`src/rtl/rf_pkg.sv`:
```
// rf_pkg: shared register-file write constants and command type
package rf_pkg;
  localparam int RF_AW = 5;
  localparam int RF_DW = 32;
  localparam int RF_ZERO_REG = 0;
  typedef struct packed {
    logic [RF_AW-1:0] addr;
    logic [RF_DW-1:0] data;
  } wr_cmd_t;
endpackage

```
`src/rtl/rr_pick.sv`:
```
// rr_pick: round-robin priority picker, first valid at or after the pointer
module rr_pick #(
  parameter int NREQ = 4,
  localparam int PW = (NREQ > 1) ? $clog2(NREQ) : 1
) (
  input  logic [NREQ-1:0] i_valid,
  input  logic [PW-1:0]   i_ptr,
  output logic [PW-1:0]   o_idx,
  output logic            o_found
);
  function automatic logic [PW-1:0] wrap(input int v);
    return PW'(v % NREQ);
  endfunction
  // walk the rotated window backwards so the entry closest to the pointer wins
  always_comb begin
    o_idx = '0;
    o_found = 1'b0;
    for (int k = NREQ - 1; k >= 0; k--)
      if (i_valid[wrap(int'(i_ptr) + k)]) begin
        o_idx = wrap(int'(i_ptr) + k);
        o_found = 1'b1;
      end
  end
endmodule

```
`src/rtl/regfile_write_arbiter.sv`:
```
// regfile_write_arbiter: round-robin sharing of the register file write port
module regfile_write_arbiter
  import rf_pkg::*;
#(
  parameter int NREQ = 4,
  parameter int AW = RF_AW,
  parameter int DW = RF_DW
) (
  input  logic                 Clk,
  input  logic                 Reset,
  input  logic [NREQ-1:0]      ReqValid,
  input  logic [NREQ*AW-1:0]   ReqRW,
  input  logic [NREQ*DW-1:0]   ReqBusW,
  output logic [NREQ-1:0]      ReqReady,
  input  logic                 Hold,
  output logic [AW-1:0]        RW,
  output logic [DW-1:0]        BusW,
  output logic                 RegWr,
  output logic [(2**AW)-1:0]   Pending
);
  localparam int PW = (NREQ > 1) ? $clog2(NREQ) : 1;
  localparam int NP = 2 ** AW;
  logic [PW-1:0] r_ptr, w_win, w_ptr_nxt;
  logic          w_found, w_xfer;
  logic [AW-1:0] w_rw_a [NREQ];
  logic [DW-1:0] w_dw_a [NREQ];
  logic [AW-1:0] w_rw, r_rw;
  logic [DW-1:0] w_dw, r_busw;
  logic          r_regwr;
  for (genvar i = 0; i < NREQ; i++) begin : g_slice
    assign w_rw_a[i] = ReqRW[i*AW +: AW];
    assign w_dw_a[i] = ReqBusW[i*DW +: DW];
  end
  rr_pick #(.NREQ(NREQ)) u_pick (
    .i_valid(ReqValid),
    .i_ptr  (r_ptr),
    .o_idx  (w_win),
    .o_found(w_found)
  );
  assign w_xfer    = w_found && !Hold && !Reset;
  assign ReqReady  = w_xfer ? NREQ'(1) << w_win : '0;
  assign w_rw      = w_rw_a[w_win];
  assign w_dw      = w_dw_a[w_win];
  assign w_ptr_nxt = (w_win == PW'(NREQ - 1)) ? '0 : w_win + 1'b1;
  assign RW        = r_rw;
  assign BusW      = r_busw;
  assign RegWr     = r_regwr;
  assign Pending   = r_regwr ? NP'(1) << r_rw : '0;
  // pointer and output stage; register 0 writes complete the handshake but never assert RegWr
  always_ff @(posedge Clk or posedge Reset)
    if (Reset) begin
      r_ptr   <= '0;
      r_rw    <= '0;
      r_busw  <= '0;
      r_regwr <= 1'b0;
    end else begin
      r_regwr <= w_xfer && (w_rw != AW'(RF_ZERO_REG));
      if (w_xfer) begin
        r_ptr  <= w_ptr_nxt;
        r_rw   <= w_rw;
        r_busw <= w_dw;
      end
    end
endmodule
```
`config.mk`:
```
export PLATFORM = sky130hd
export DESIGN_NAME = regfile_write_arbiter
export DESIGN_NICKNAME = d
export VERILOG_FILES = /design/src/rtl/rf_pkg.sv /design/src/rtl/rr_pick.sv /design/src/rtl/regfile_write_arbiter.sv
export SDC_FILE = /design/constraint.sdc
export NUM_CORES = 1
export LEC_CHECK = 0
export CORE_MARGIN = 5
export CORE_UTILIZATION = 31
export CTS_BUF_LIST = sky130_fd_sc_hd__clkbuf_4 sky130_fd_sc_hd__clkbuf_8 sky130_fd_sc_hd__clkbuf_16
export CTS_CLUSTER_DIAMETER = 40
export CTS_CLUSTER_SIZE = 10
export DETAILED_ROUTE_END_ITERATION = 12
export PLACE_DENSITY = 0.78
export SLEW_MARGIN = 20
export SYNTH_ARGS = -nofsm -noshare
export SYNTH_HDL_FRONTEND = slang
export SYNTH_SLANG_ARGS = --single-unit
```
`constraint.sdc`:
```
create_clock -name Clk -period 2.09 [get_ports Clk]
set_clock_uncertainty 0.1 [all_clocks]
set_input_delay 0.418 -clock Clk [delete_from_list [all_inputs] [get_ports Clk]]
set_output_delay 0.418 -clock Clk [all_outputs]
set_load 0.01 [all_outputs]
```
==> impl_metrics.py <==
metrics = {
    "timing": {
        "fmax_ghz": 0.424,
        "period_needed_ns": 2.36,
        "period_share": 1.13,
        "drv_slew": 0,
        "setup_viol": 43,
        "relSlewSlack": 0.746,
        "finalWorstSetupSlack_ns": -0.271,
        "whs_ns": 0.386,
        "worst_pin_slew_ns": 0.381,
        "tns_ns": -3.15,
        "hold_violations": 0,
        "rsz0062_at_grt": "true",
    },
    "synth": {
        "synth_fa_ha_area_frac": 0.0166,
        "yosysTopAreaCell": "dfrtp_1",
        "synthesis.area_um2": 3020,
        "synthXorXnorAreaFrac": 0,
        "avgSynthCellArea_um2": 6.25,
        "synth_top_family_by_area": "simple AND/OR/NAND/NOR gates",
        "synthesis.nets": 642,
        "synth_top_area_share": 0.332,
        "ys_ff_latch": 40,
        "yosys-top-cells-area": "dfrtp_1 33%, nor2_1 15%, nand2_1 15%",
        "yosysWarningCount": 0,
        "synth.area.mux_share": 0.0278,
        "synthCells": 483,
        "yosys.area_share.simple": 0.421,
        "synth_cell_types": 29,
        "synth-compound-area-share": 0.144,
        "seq_area_frac_synth": 0.332,
    },
    "placement": {
        "port-buffer-count": 228,
        "place_area_um2": 5610,
        "hpwl_um": 9550,
        "gp_congestion": 0.784,
    },
    "worst_setup_path": {
        "crit_start": "r_ptr[1]",
        "cp-start-kind": "register",
        "cp_cell_sequence": "nand2b_4 > a21oi_4 > nor3_4 > buf_6 > buf_6 > buf_12 > buf_12 > buf_6 > buf_6 > nor2_2 > nor2_1 > o21ai_2 > a41oi_2",
        "critical-path-max-stage-delay_ns": 0.46,
        "cp-end-kind": "register",
        "critPathMostFrequentCell": "buf_6",
        "r2r-start": "r_ptr[1]",
        "crit_type": "reg2reg",
        "critPathArrivalTime_ns": 2.41,
        "worstPathMaxFanout": 6,
        "crit_required_ns": 2.14,
        "reg2reg_depth": 13,
        "crit_slowest_cell": "dfrtp_2",
        "r2r_setup_slack_ns": -0.27,
    },
    "clock_tree": {
        "clk_pin_slew_ns": 0.07,
        "clockRootBuffer": "clkbuf_8",
        "clock_sinks": 40,
        "ctsHoldBuffers": 0,
        "cts_tree": "yes",
        "tritoncts.num_buffers": 5,
        "cts_buffer_depth": 2,
        "htreeDepth": 2,
        "insertion_delay_ns": 0.28,
    },
    "global_route": {
        "antenna_found_initial": 1,
        "grt_first_pass_wirelength_um": 19900,
        "grt_pass1_vias": 4109,
        "grt_max_degree": 56,
        "grt_use_total": 0.213,
        "overflow": 0,
    },
    "layout": {
        "fill_cells": 785,
        "drive_gt1_frac": 0.259,
        "syn2layout_area_growth_pct": 113,
        "nets": 915,
        "fin_area_um2": 6430,
    },
    "drt": {
        "drt_pass1_iterations": 4,
        "drt-total-wl_um": 14900,
        "wl_per_cell_um": 16.7,
        "drc": 0,
        "drtIter0Drc": 234,
        "vias": 4356,
        "via_per_inst": 4.89,
        "ant_nets": 0,
    },
    "floorplan": {
        "die_x_um": 109,
        "design.die.area_um2": 11800,
        "die_y_um": 109,
        "ios": 229,
        "rows": 36,
        "initial_utilization": 0.313,
        "core_area_um2": 9640,
    },
    "run_status": {
        "run_status": "complete, but fails checks",
        "violations": "negative setup slack",
    },
    "power_and_ir_drop": {
        "p_int_mw": 3.42,
        "leakage_nw": 2.86,
        "ir_drop_mv": 0.425,
        "power.switching_mw": 2.41,
        "switching_share": 0.413,
        "pwr-share-clk": 0.088,
        "pwr-share-comb": 0.705,
        "pwr-share-seq": 0.207,
        "p_per_area_nw_per_um2": 905,
    },
    "min_path": {
        "hold_path_startpoint": "BusW[12]",
        "hold_class": "reg2reg",
        "holdPathStages": 2,
    },
    "run": {
        "maxCapViolations": 0,
    },
}
==> power by group through the flow <==
stage / logic, mW / clock network (mW) / registers [mW]
5_1_grt: 4.41 / 0.571 / 1.25
4_1_cts: 3.44 / 0.540 / 1.20
6_report: 4.11 / 0.514 / 1.21
3_3_place_gp: 2.86 / 0 / 1.21
2_1_floorplan: 1.45 / 0 / 1.32
3_5_place_dp: 2.93 / 0 / 1.22
==> metal layers <==
metal  track usage  share of wire  up-vias  routed length [µm]
li1              -              -     2121                   -
met1         0.220           0.36     1972                5370
met2         0.390           0.51      228                7610
met3        0.0793           0.10       35                1480
met4        0.0784          0.029        0                 438
met5             0              0        -                   0
==> Yosys cell counts (all sizes together) <==
cell    instances
nor2          124
nand2         119
o21ai          73
dfrtp          40
nand3          35
clkbuf         25
nor3           11
buf            10
nand2b          8
inv             7
mux2i           5
ha              4
nor4            4
a21oi           3
mux2            3
or2             3
or3             2
a41oi           1
and2            1
clkinv          1
nand4           1
o21a            1
o22ai           1
o41ai           1
==> placed cells by master, fill, tap and decap left out, types with 3 or more instances in the layout <==
cell type / n
clkdlybuf4s50_1: 188
nand2_1: 113
nor2_1: 104
o21ai_1: 65
buf_4: 40
dfrtp_1: 39
nand3_1: 28
buf_2: 28
nor2_2: 20
buf_6: 15
o21ai_2: 8
inv_2: 7
nand3_2: 7
nand2_2: 6
nor3_2: 6
clkbuf_8: 6
dlygate4sd2_1: 6
buf_12: 6
mux2i_1: 5
nand2b_1: 5
buf_16: 5
clkbuf_2: 5
nor3_1: 4
ha_4: 4
clkbuf_16: 4
clkinv_2: 3
nand2b_4: 3
or2_4: 3
buf_8: 3
==> worst max-delay path: cells and delay by family, from the launching register on <==
family	cells	cell delay, ns
simple gates	4	0.40
compound gates	3	0.53
flops	1	0.46
buf+inv	6	0.74
==> metrics by stage <==
step	utilization	worst slack (ns)	total power, mW	instances
detailed placement	0.582	-0.785	4.15	843
floorplan	-	0.00659	2.77	483
global route	0.668	-0.331	6.23	891
global placement	0.582	-0.700	4.07	843
CTS	0.619	-0.216	5.17	873
finish	0.668	-0.271	5.83	891
==> repair_timing <==
action | CTS | global route
pin swaps | 6 | 20
cloned | 3 | 5
buffers inserted | 23 | 13
resized for setup | 165 | 105
setup endpoints to repair | 76 | 68
==> area by class of cell <==
cell class | count | area [µm²] | share of cell area
timing repair buffer | 301 | 2980 | 0.464
sequential | 40 | 1000 | 0.156
antenna | 1 | 2.50 | 0.000389
clock inverter | 2 | 10.0 | 0.00156
inverter | 8 | 31.3 | 0.00486
multi-input combinational | 400 | 2160 | 0.335
tap | 133 | 166 | 0.0259
clock buffer | 6 | 82.6 | 0.0128
==> flip-flops by register name, indices dropped and copies added, names as in the netlist <==
signal and count:
BusW 32, RW 5, r_ptr 2, RegWr 1
==> kinds of logic (layout without fill, tap and decap cells) <==
logic type / after synthesis / after routing
buffers and inverters: 43 / 317
adders and majority gates: 4 / 4
and+or+nand+nor: 308 / 308
DFF: 40 / 40
other: 0 / 1
muxes: 8 / 8
AOI/OAI and AO/OA: 80 / 80
==> final timing paths <==
check	to
worst max-delay path	RegWr
worst min-delay path	BusW[12]
worst max register to register	RegWr
worst min register to register	BusW[12]
max in group asynchronous	BusW[25]
min in group asynchronous	r_ptr[0]
(Power assumes the default switching activity.)
